--- src/rtl/masked_serial_incrementer.sv ---
// Bit-serial 2-share masked incrementer: adds a masked increment bit to a masked WIDTH-bit
// operand one bit per step, drawing one fresh random bit per step for the masked carry AND.

module half_adder_masked (
  input  logic a0,
  input  logic a1,
  input  logic b0,
  input  logic b1,
  input  logic r,
  output logic s0,
  output logic s1,
  output logic c0,
  output logic c1
);

  assign s0 = a0 ^ b0;
  assign s1 = a1 ^ b1;

  // ISW AND: r refreshes the cross terms so no carry share sees both shares of a value.
  assign c0 = (a0 & b0) ^ r;
  assign c1 = (a1 & b1) ^ ((r ^ (a0 & b1)) ^ (a1 & b0));

endmodule

module masked_serial_incrementer #(
  parameter int unsigned WIDTH = 8,
  parameter int unsigned IDX_W = $clog2(WIDTH)
) (
  input  logic             clk,
  input  logic             rst_n,
  input  logic             start,
  input  logic [WIDTH-1:0] i_A0,
  input  logic [WIDTH-1:0] i_A1,
  input  logic             i_cin0,
  input  logic             i_cin1,
  input  logic             rnd_valid,
  input  logic             rnd,
  output logic             rnd_ready,
  output logic             busy,
  output logic             done,
  output logic [WIDTH-1:0] o_sum0,
  output logic [WIDTH-1:0] o_sum1,
  output logic             o_carry0,
  output logic             o_carry1
);

  // Encoding chosen so busy/done come straight off state flops.
  typedef enum logic [1:0] {
    StIdle = 2'b00,
    StStep = 2'b01,
    StDone = 2'b10
  } state_e;

  state_e           state_q, state_d;
  logic [IDX_W-1:0] idx_q, idx_d;
  logic [WIDTH-1:0] a0_q, a0_d, a1_q, a1_d;
  logic [WIDTH-1:0] sum0_q, sum0_d, sum1_q, sum1_d;
  logic             carry0_q, carry0_d, carry1_q, carry1_d;
  logic             ha_s0, ha_s1, ha_c0, ha_c1;

  half_adder_masked u_ha (
    .a0 (a0_q[0]),
    .a1 (a1_q[0]),
    .b0 (carry0_q),
    .b1 (carry1_q),
    .r  (rnd),
    .s0 (ha_s0),
    .s1 (ha_s1),
    .c0 (ha_c0),
    .c1 (ha_c1)
  );

  always_comb begin
    state_d  = state_q;
    idx_d    = idx_q;
    a0_d     = a0_q;
    a1_d     = a1_q;
    sum0_d   = sum0_q;
    sum1_d   = sum1_q;
    carry0_d = carry0_q;
    carry1_d = carry1_q;
    unique case (state_q)
      StIdle: begin
        if (start) begin
          state_d  = StStep;
          idx_d    = '0;
          a0_d     = i_A0;
          a1_d     = i_A1;
          carry0_d = i_cin0;
          carry1_d = i_cin1;
          sum0_d   = '0;
          sum1_d   = '0;
        end
      end
      StStep: begin
        if (rnd_valid) begin
          // Operand shares shift right so the current bit is always at position 0.
          a0_d         = a0_q >> 1;
          a1_d         = a1_q >> 1;
          sum0_d[idx_q] = ha_s0;
          sum1_d[idx_q] = ha_s1;
          carry0_d     = ha_c0;
          carry1_d     = ha_c1;
          idx_d        = idx_q + 1'b1;
          if (idx_q == IDX_W'(WIDTH - 1)) begin
            state_d = StDone;
          end
        end
      end
      StDone: state_d = StIdle;
      default: state_d = StIdle;
    endcase
  end

  always_ff @(posedge clk or negedge rst_n) begin
    if (!rst_n) begin
      state_q  <= StIdle;
      idx_q    <= '0;
      a0_q     <= '0;
      a1_q     <= '0;
      sum0_q   <= '0;
      sum1_q   <= '0;
      carry0_q <= 1'b0;
      carry1_q <= 1'b0;
    end else begin
      state_q  <= state_d;
      idx_q    <= idx_d;
      a0_q     <= a0_d;
      a1_q     <= a1_d;
      sum0_q   <= sum0_d;
      sum1_q   <= sum1_d;
      carry0_q <= carry0_d;
      carry1_q <= carry1_d;
    end
  end

  assign busy      = state_q[0];
  assign rnd_ready = state_q[0];
  assign done      = state_q[1];
  assign o_sum0    = sum0_q;
  assign o_sum1    = sum1_q;
  assign o_carry0  = carry0_q;
  assign o_carry1  = carry1_q;

endmodule

--- config.mk ---
export PLATFORM = sky130hd
export DESIGN_NAME = masked_serial_incrementer
export DESIGN_NICKNAME = d
export VERILOG_FILES = /design/src/rtl/masked_serial_incrementer.sv
export SDC_FILE = /design/constraint.sdc
export NUM_CORES = 1
export LEC_CHECK = 0
export ABC_AREA = 1
export BUFFER_PORTS_ARGS = -buffer_cell sky130_fd_sc_hd__buf_2
export CAP_MARGIN = 5
export CELL_PAD_IN_SITES_DETAIL_PLACEMENT = 1
export CELL_PAD_IN_SITES_GLOBAL_PLACEMENT = 2
export CORE_MARGIN = 10
export CORE_UTILIZATION = 31
export DETAILED_ROUTE_END_ITERATION = 10
export HOLD_SLACK_MARGIN = 0.15
export PLACE_DENSITY_LB_ADDON = 0.1
export SLEW_MARGIN = 5
export SYNTH_ARGS = -nofsm -noshare
export SYNTH_HDL_FRONTEND = slang
export SYNTH_SLANG_ARGS = --single-unit
--- constraint.sdc ---
create_clock -name clk -period 1.35 [get_ports clk]
set_input_delay 0.27 -clock clk [delete_from_list [all_inputs] [get_ports clk]]
set_output_delay 0.27 -clock clk [all_outputs]
set_load 0.01 [all_outputs]
==> results of run 1 <==
-- worst paths after layout --
check                                  startpoint                    end  slack (ps)
setup / recovery           state_q[0]$_DFFE_PN0P_  o_sum1[2]$_DFFE_PN0P_          80
hold / removal                            i_A0[7]    a0_q[7]$_DFFE_PN0P_         210
setup reg to reg           state_q[0]$_DFFE_PN0P_  o_sum1[2]$_DFFE_PN0P_          80
hold reg to reg             o_sum1[4]$_DFFE_PN0P_  o_sum1[4]$_DFFE_PN0P_         470
max in group asynchronous                   rst_n   idx_q[1]$_DFFE_PN0P_         670
min in group asynchronous                   rst_n  o_sum0[7]$_DFFE_PN0P_         460
-- state kept, by name (all words and copies together), names as in the netlist --
register / cells
a0_q: 8
a1_q: 8
idx_q: 3
o_carry0: 1
o_carry1: 1
o_sum0: 8
o_sum1: 8
state_q: 2
-- per-stage QoR --
step / cells / TNS [ps]
after global placement: 344 / 0
after floorplan: 220 / 0
after detailed placement: 344 / 0
after CTS: 353 / 0
final: 356 / 0
after global routing: 356 / -24.2
-- cell type report --
| cell class | instances | area, sq um | share of cell area |
|---|---|---|---|
| timing repair buffer | 61 | 390 | 0.157 |
| inverter | 29 | 111 | 0.0449 |
| tap | 75 | 93.8 | 0.0378 |
| sequential | 39 | 981 | 0.395 |
| multi-input combinational | 144 | 805 | 0.324 |
| clock buffer | 8 | 100 | 0.0403 |
-- power by group --
| part | total [mW] | switching, mW | internal (mW) | leakage [nW] |
|---|---|---|---|---|
| registers | 1.94 | 0.271 | 1.67 | 0.491 |
| logic | 2.96 | 1.72 | 1.24 | 0.738 |
| clock network | 0.893 | 0.426 | 0.467 | 0.0515 |
| total | 5.79 | 2.42 | 3.38 | 1.28 |
-- logic make-up (layout without fill, tap and decap cells) --
logic type      count (synthesis)  count (layout)
simple gates                   88              88
compound gates                 52              52
flops                          39              39
buf+inv                        37              98
fa+ha+maj                       4               4
-- placed cells by master, fill, tap and decap left out, types with 4 or more instances in the layout --
master,count
nand3_1,7
o21ai_0,20
clkbuf_8,7
nand2_1,59
inv_1,27
buf_2,43
nor3_1,6
buf_4,14
o211ai_1,10
dfrtp_1,35
o21ai_1,13
nor2_1,5
dfrtp_2,4
ha_1,4
-- layer usage --
layer  vias up  global-route usage  routed length (um)
li1        836                   -                   -
met1       753               0.124                2270
met2        31               0.167                2320
met3         5              0.0415                 271
met4         0              0.0298                  48
met5         -                   0                   0
-- critical path, delay by kind of cell (launching register included) --
kind            cells  cell delay (ps)
simple gates        5              440
flops               1              420
buf+inv             2              230
compound gates      1               60
-- repair_timing --
action,in CTS,in global routing
hold endpoints to repair,39,0
setup buffers,0,3
gates resized for setup,0,7
setup endpoints to repair,0,11
hold buffers,1,0
==> results.sh, run 1 <==
export IMPL_drive_gt1_frac=0.317
export IMPL_synthAdderAreaFrac=0.0257
export IMPL_grt_max_degree=40
export IMPL_status="completed"
export IMPL_r2r_cells=8
export IMPL_synth_top_family_by_area="simple AND/OR/NAND/NOR gates"
export IMPL_setup_worst_path_end_class="register"
export IMPL_antenna_found_initial=0
export IMPL_startpoint_type="register"
export IMPL_fin_skew_ps=3.56
export IMPL_start_util=0.323
export IMPL_place_ws_ps=36.0
export IMPL_cts_sinks=39
export IMPL_synth_area_sq_um=1950
export IMPL_max_stage_delay_ps=420
export IMPL_crit_path_max_fanout=14
export IMPL_htree_levels=2
export IMPL_ys_warn_count=0
export IMPL_cts_made_buffers=5
export IMPL_vias=1625
export IMPL_dp_final_hpwl_mm=3.72
export IMPL_core_area_sq_um=6030
export IMPL_syn_avg_cell_area_sq_um=8.85
export IMPL_ys_types=26
export IMPL_ant_nets=0
export IMPL_synth_edff_count=0
export IMPL_crit_required_ps=1540
export IMPL_viasPerCell=4.56
export IMPL_path_cells="inv_4 -> nor2_8 -> nand2_4 -> nand2_8 -> buf_4 -> o21ai_2 -> nand2_1 -> nand2_1"
export IMPL_cap_violations=0
export IMPL_clk_latency_ps=300
export IMPL_grt_usage=0.103
export IMPL_seq_area_frac_synth=0.501
export IMPL_fillers=742
export IMPL_synth_top_cell_by_area="dfrtp_1"
export IMPL_critical_path_class="register to register"
export IMPL_yosys_most_used_dff="dfrtp_1"
export IMPL_synth_area_top_cells="dfrtp_1 50%, nand2_1 11%, inv_1 5.2%, o21ai_0 5.1%, o211ai_1 3.9%"
export IMPL_diodes=0
export IMPL_gp_congestion=0.755
export IMPL_drt_iter0_drc=35
export IMPL_wl_per_cell_um=13.8
export IMPL_tritoncts="built"
export IMPL_whs_ps=215
export IMPL_ys_async_sr_fraction=1.00
export IMPL_fmax_ghz=0.788
export IMPL_syn_instance_count=220
export IMPL_synth_seq_cells=39
export IMPL_hold_depth=3
export IMPL_worstHoldPathType="primary input to register"
export IMPL_cp_slowest_cell="dfrtp_1"
export IMPL_num_rows=28
export IMPL_dpl_instance_area_sq_um=2330
export IMPL_grt_pass1_vias=1750
export IMPL_relSlewSlack=0.844
export IMPL_top_level_ports=44
export IMPL_powerDensity_nw_per_um2=2330
export IMPL_final_period_utilization=0.939
export IMPL_clk_pin_slew_worst_paths_ps=80
export IMPL_setup_viol=0
export IMPL_die_h_um=99.2
export IMPL_synth_top_area_frac=0.501
export IMPL_drc_errors=0
export IMPL_yosys_top_cells_count="59 x nand2_1, 39 x dfrtp_1, 27 x inv_1"
export IMPL_power_mw=5.79
export IMPL_tightest_slew_ps=231
export IMPL_cp_common_cell="nand2_1"
export IMPL_grt_pass1_wl_mm=8.29
export IMPL_portBuffers=43
export IMPL_synth_most_common_cell="nand2_1"
export IMPL_final_util=0.412
export IMPL_worst_ep_arrival_time_ps=1460
export IMPL_setup_ws_ps=81.7
export IMPL_timing_final_crit_period_ps=1270
export IMPL_synth_compound_area_frac=0.165
export IMPL_synthMuxAreaShare=0
export IMPL_synth_nets=247
export IMPL_synth_simple_gate_area_frac=0.215
export IMPL_die_w_um=99.2
export IMPL_p_leak_nw=1.28
export IMPL_peakVddDrop_v=0.000712
export IMPL_die_area_sq_um=9850
export IMPL_detail_route_wirelength_mm=4.91
export IMPL_final_nets=307
export IMPL_drv_slew=0
export IMPL_cts_buffer_depth=2
export IMPL_area_delta_synth_final_pct=27.4
export IMPL_overflow=0
export IMPL_finish_instance_area_sq_um=2480
export IMPL_hold_viol=0
export IMPL_root_buffer="clkbuf_8"
export IMPL_drt_pre_antenna_iters=4
export IMPL_synth_xor_area_frac=0
Power figures use the tool's default switching activity.
==> run 2, diff against run 1 <==
- RECOVER_POWER: unset -> 100
- SLEW_MARGIN: 5 -> 20
==> run 2 against run 1 <==
Effect of this change:
- count of clock-buffer cells in the layout unchanged
- worst hold slack improved by 1.5 ps
- die area unchanged
- maximum frequency is essentially flat
- register-to-register slack about the same
- design area is 1.3% lower
==> results.sh, run 2 (same netlist as run 1, synthesis figures left out) <==
export IMPL_final_nets=307
export IMPL_core_area_sq_um=6030
export IMPL_wl_per_cell_um=13.8
export IMPL_final_seq_area_sq_um=981
export IMPL_vias=1621
export IMPL_root_buffer="clkbuf_8"
export IMPL_fillers=744
export IMPL_grt_usage=0.103
export IMPL_drv_slew=0
export IMPL_overflow=0
export IMPL_top_level_ports=44
export IMPL_p_seq_frac=0.339
export IMPL_tightest_slew_ps=555
export IMPL_cts_sinks=39
export IMPL_max_stage_delay_ps=420
export IMPL_startpoint_type="register"
export IMPL_drt_iter0_drc=34
export IMPL_crit_path_max_fanout=14
export IMPL_detail_route_wirelength_mm=4.91
export IMPL_peakVddDrop_v=0.000711
export IMPL_p_switching_mw=2.42
export IMPL_viasPerCell=4.55
export IMPL_layout_common_cells="59 x nand2_1, 35 x dfrtp_1, 27 x inv_1, 27 x buf_2, 20 x o21ai_0"
export IMPL_layout_commonest_cell="nand2_1"
export IMPL_die_area_sq_um=9850
export IMPL_setup_viol=0
export IMPL_timing_final_crit_period_ps=1270
export IMPL_drt_pre_antenna_iters=3
export IMPL_cts_buffer_depth=2
export IMPL_fin_skew_ps=2.92
export IMPL_p_int_mw=3.32
export IMPL_portBuffers=43
export IMPL_start_util=0.323
export IMPL_switching_share=0.422
export IMPL_cp_num_buf_inv=2
export IMPL_cp_common_cell="nand2_1"
export IMPL_num_rows=28
export IMPL_die_h_um=99.2
export IMPL_drive_gt1_frac=0.260
export IMPL_cap_violations=0
export IMPL_numPlacedInstances=344
export IMPL_relSlewSlack=0.630
export IMPL_hold_viol=0
export IMPL_final_period_utilization=0.940
export IMPL_fmax_ghz=0.788
export IMPL_tritoncts="built"
export IMPL_setup_worst_path_end_class="register"
export IMPL_multi_input_area_sq_um=805
export IMPL_combinationalPowerShare=0.506
export IMPL_grt_max_degree=40
export IMPL_cts_made_buffers=5
export IMPL_status="completed"
export IMPL_worstHoldPathType="primary input to register"
export IMPL_grt_pass1_wl_mm=8.29
export IMPL_die_w_um=99.2
export IMPL_gp_congestion=0.755
export IMPL_dp_final_hpwl_mm=3.72
export IMPL_powerDensity_nw_per_um2=2350
export IMPL_path_cells="inv_4 -> nor2_8 -> nand2_4 -> nand2_8 -> buf_4 -> o21ai_2 -> nand2_1 -> nand2_1"
export IMPL_crit_required_ps=1540
export IMPL_whs_ps=216
export IMPL_p_clk_frac=0.155
export IMPL_grt_pass1_vias=1750
export IMPL_htree_levels=2
export IMPL_drc_errors=0
export IMPL_ant_nets=0
export IMPL_area_delta_synth_final_pct=25.8
export IMPL_cp_top_family="simple AND/OR/NAND/NOR gates"
export IMPL_final_cells=356
export IMPL_worst_ep_arrival_time_ps=1460
export IMPL_p_leak_nw=1.21
export IMPL_clk_latency_ps=290
export IMPL_antenna_found_initial=0
export IMPL_critical_path_class="register to register"
export IMPL_cp_slowest_cell="dfrtp_1"
export IMPL_diodes=0
export IMPL_clk_pin_slew_worst_paths_ps=80
[run 2: cell count changes in the layout (fill, tap and decap cells not counted)]
| cell | before | now |
|---|---|---|
| clkbuf_1 | 1 | 17 |
| clkbuf_4 | 0 | 1 |
| buf_12 | 3 | 2 |
| buf_2 | 43 | 27 |
[run 2: layout make-up]
cell class / count / share of cell area
flip-flops and latches: 39 / 0.401
multi-input cells: 144 / 0.329
repair buffers: 61 / 0.146
inverters: 29 / 0.0455
clock buffers: 8 / 0.0409
well taps: 75 / 0.0383
[run 2: layer usage]
metal	track usage	routed length [um]	vias up
met5	0	0	-
met1	0.124	2250	749
met3	0.0415	275	4
met4	0.0298	31	0
li1	-	-	837
met2	0.167	2350	31
[run 2: worst min-delay path, stage by stage]
cell	delay, ps
buf_2	70
nand3_1	60
o21ai_1	70
[run 2: through the flow]
step                      setup WS, ps  total power, mW  cell area (sq um)  utilization  TNS [ps]
after CTS                         40.8             5.83               2440        0.405         0
final                             81.4             5.74               2450        0.406         0
after global routing             -21.7             6.34               2450        0.406     -24.2
after floorplan                    115             3.90               1950            -         0
after global placement            70.2             4.87               2330        0.386         0
after detailed placement          36.0             4.91               2330        0.386         0
[run 2: path summary, 6_finish.rpt]
path	start	to	slack [ps]	cells past startpoint
worst max-delay path	state_q[0]$_DFFE_PN0P_	o_sum1[2]$_DFFE_PN0P_	80	8
worst min-delay path	i_A0[7]	a0_q[7]$_DFFE_PN0P_	220	3
worst max register to register	state_q[0]$_DFFE_PN0P_	o_sum1[2]$_DFFE_PN0P_	80	8
worst min register to register	o_sum0[2]$_DFFE_PN0P_	o_sum0[2]$_DFFE_PN0P_	480	2
max in group asynchronous	rst_n	state_q[1]$_DFFE_PN0P_	340	3
min in group asynchronous	rst_n	o_sum0[7]$_DFFE_PN0P_	600	3
[run 2: what timing repair did]
| action | CTS | global route |
|---|---|---|
| gates resized for setup | 0 | 7 |
| hold buffers | 1 | 0 |
| setup endpoints to repair | 0 | 11 |
| buffers inserted | 0 | 3 |
| endpoints found under the hold margin | 39 | 0 |
[run 2: power groups by stage]
stage               Combinational (mW)  Sequential, mW  Clock, mW
finish                            2.91            1.95      0.890
global route                      3.35            2.02      0.971
CTS                               2.97            1.94      0.927
detailed placement                2.95            1.96          0
global placement                  2.92            1.94          0
floorplan                         1.85            2.05          0
==> run 3, diff against run 2 <==
- ABC_AREA: 1 -> 0
- CORE_UTILIZATION: 31 -> 33
- SYNTH_HIERARCHICAL: unset -> 1
==> run 3 against run 2 <==
Effect of this change:
- the run now ends with negative setup slack left
- cell count decreased by 7.0%
- first-iteration DRC count increased by 53%
- non-clock buffer count increased by 24
- count of clock-buffer cells in the layout decreased by 2
- worst hold slack improved by 30 ps
- critical path type unchanged
- largest cell class is now multi-input combinational cells
- highest routed layer unchanged
==> results.sh, run 3 <==
export IMPL_clk_pin_slew_worst_paths_ps=80
export IMPL_fmax_ghz=0.687
export IMPL_drt_iter0_drc=52
export IMPL_grt_usage=0.122
export IMPL_max_stage_delay_ps=460
export IMPL_powerDensity_nw_per_um2=2260
export IMPL_synth_area_sq_um=1920
export IMPL_synth_most_common_cell="dfrtp_1"
export IMPL_synth_top_cell_by_area="dfrtp_1"
export IMPL_crit_required_ps=1540
export IMPL_num_rows=27
export IMPL_ys_types=30
export IMPL_met1_length_mm=2.39
export IMPL_tightest_slew_ps=549
export IMPL_area_delta_synth_final_pct=54.1
export IMPL_cts_sinks=39
export IMPL_synth_edff_count=0
export IMPL_die_h_um=96.3
export IMPL_relSlewSlack=0.634
export IMPL_grt_pass1_wl_mm=9.00
export IMPL_ys_async_sr_fraction=1.00
export IMPL_top_layer_used="met4"
export IMPL_drive_gt1_frac=0.479
export IMPL_antenna_found_initial=0
export IMPL_synth_seq_cells=39
export IMPL_root_buffer="clkbuf_8"
export IMPL_ant_nets=0
export IMPL_layout_commonest_cell="dfrtp_1"
export IMPL_overflow=0
export IMPL_status="finished with violations"
export IMPL_portBuffers=43
export IMPL_hold_viol=0
export IMPL_detail_route_wirelength_mm=6.16
export IMPL_path_cells="nor2b_4 -> buf_6 -> clkbuf_16 -> mux2i_1 -> o21ai_2"
export IMPL_viasPerCell=5.17
export IMPL_cp_slowest_cell="dfrtp_2"
export IMPL_layout_common_cells="35 x dfrtp_1, 26 x buf_2, 22 x buf_4, 19 x inv_1, 18 x o22ai_1"
export IMPL_clk_latency_ps=300
export IMPL_diodes=0
export IMPL_syn_avg_cell_area_sq_um=10.7
export IMPL_grt_pass1_vias=1834
export IMPL_timing_final_crit_period_ps=1460
export IMPL_final_period_utilization=1.08
export IMPL_cts_made_buffers=5
export IMPL_violations="negative setup slack"
export IMPL_cts_buffer_depth=2
export IMPL_hold_depth=3
export IMPL_final_nets=285
export IMPL_setup_ws_ps=-105
export IMPL_gp_congestion=0.770
export IMPL_startpoint_type="register"
export IMPL_drc_errors=0
export IMPL_whs_ps=247
export IMPL_die_w_um=96.3
export IMPL_drt_pre_antenna_iters=4
export IMPL_synth_top_area_frac=0.507
export IMPL_rsz0062_at_grt="true"
export IMPL_setup_worst_path_end_class="register"
export IMPL_worst_ep_arrival_time_ps=1640
export IMPL_cap_violations=0
export IMPL_r2r_cells=5
export IMPL_setup_tns_ps=-1370
export IMPL_fillers=598
export IMPL_ys_warn_count=6
export IMPL_seq_area_frac_synth=0.507
export IMPL_crit_path_max_fanout=8
export IMPL_yosys_top_cells_count="39 x dfrtp_1, 24 x o21ai_0, 19 x inv_1"
export IMPL_yosys_most_used_dff="dfrtp_1"
export IMPL_worstHoldPathType="primary input to register"
export IMPL_start_util=0.345
export IMPL_core_area_sq_um=5570
export IMPL_final_cells=331
export IMPL_critical_path_class="register to register"
export IMPL_p_leak_nw=1.34
export IMPL_dp_final_hpwl_mm=4.01
export IMPL_syn_instance_count=179
export IMPL_fin_skew_ps=4.19
export IMPL_top_level_ports=44
export IMPL_drv_slew=0
export IMPL_setup_viol=24
export IMPL_htree_levels=2
export IMPL_tritoncts="built"
export IMPL_vias=1712
export IMPL_synth_nets=206
export IMPL_synth_area_top_cells="dfrtp_1 51%, mux2i_1 8.3%, o21ai_0 6.2%, o22ai_1 5.9%, o21ai_2 4.6%"
export IMPL_wl_per_cell_um=18.6
export IMPL_die_area_sq_um=9280
export IMPL_wl_met3_um=375
export IMPL_numPlacedInstances=308
export IMPL_grt_max_degree=40
export IMPL_place_ws_ps=-86.2
export IMPL_peakVddDrop_v=0.000918
export IMPL_dr_wl_met2_mm=3.31
==> run 3: cell count changes after synthesis, sizes merged, moves of 5 or more <==
cell    delta
inv       -10
a211oi     +8
nor3       -9
mux2i     +17
o211ai    -10
nor2       -5
o22ai     +18
clkbuf     +6
nand2     -60
==> run 3: per-layer routing <==
layer,global-route usage,vias to the layer above
met1,0.136,866
met2,0.219,38
met4,0.0315,0
met3,0.0412,10
met5,0,-
li1,-,798
==> run 3: logic make-up (layout without fill, tap and decap cells) <==
group	after synthesis	after routing	synth area share
AO/OA/AOI/OAI	66	66	0.224
flip-flops	39	39	0.507
AND/OR/NAND/NOR	18	18	0.0573
buffers and inverters	32	112	0.0735
XOR/XNOR	3	3	0.0208
multiplexers	17	17	0.0904
adder cells (fa/ha/maj)	4	4	0.0260
==> run 3: per-stage QoR <==
step	cell area (sq um)	util	power [mW]
5_1_grt	2960	0.532	7.12
2_1_floorplan	1990	-	3.59
6_report	2960	0.532	6.69
4_1_cts	2660	0.477	5.90
3_5_place_dp	2440	0.437	4.66
3_3_place_gp	2440	0.437	4.49
==> run 3: cell type report <==
type                    instances  area, sq um  area share
clock buffers                   6         82.6      0.0279
clock inverters                 2         35.0      0.0118
inverters                      19         71.3      0.0241
multi-input cells             108         1060       0.358
flip-flops and latches         39          981       0.331
well taps                      72         90.1      0.0304
repair buffers                 85          642       0.217
==> run 3: what timing repair did <==
item                       CTS  global route
cloned                       0             3
hold buffers                 1             0
hold endpoints to repair    39             0
buffers inserted             3             9
gates resized for setup     22            42
pin swaps                   11            16
setup endpoints to repair   31            33
==> run 3: worst paths after layout <==
| path | startpoint | to | slack, ps |
|---|---|---|---|
| max reg2reg | state_q[0]$_DFFE_PN0P_ | a0_q[5]$_DFFE_PN0P_ | -110 |
| max in group asynchronous | rst_n | idx_q[1]$_DFFE_PN0P_ | 350 |
| max | state_q[0]$_DFFE_PN0P_ | a0_q[5]$_DFFE_PN0P_ | -110 |
| min | i_cin1 | o_carry1$_DFFE_PN0P_ | 250 |
| min reg2reg | o_sum0[6]$_DFFE_PN0P_ | o_sum0[6]$_DFFE_PN0P_ | 530 |
| min in group asynchronous | rst_n | o_sum1[3]$_DFFE_PN0P_ | 590 |
==> run 3: critical path: cells and delay by family (launching register included) <==
family                 cells  cell delay [ps]
buffers and inverters      2              290
and+or+nand+nor            1              290
DFF                        1              460
AOI/OAI and AO/OA          1               70
muxes                      1              230
==> run 3: where the power goes <==
| part | internal (mW) | switching (mW) | leakage, nW | total (mW) |
|---|---|---|---|---|
| Combinational | 1.93 | 1.69 | 0.774 | 3.62 |
| Clock | 0.599 | 0.455 | 0.0612 | 1.05 |
| Sequential | 1.65 | 0.371 | 0.504 | 2.02 |
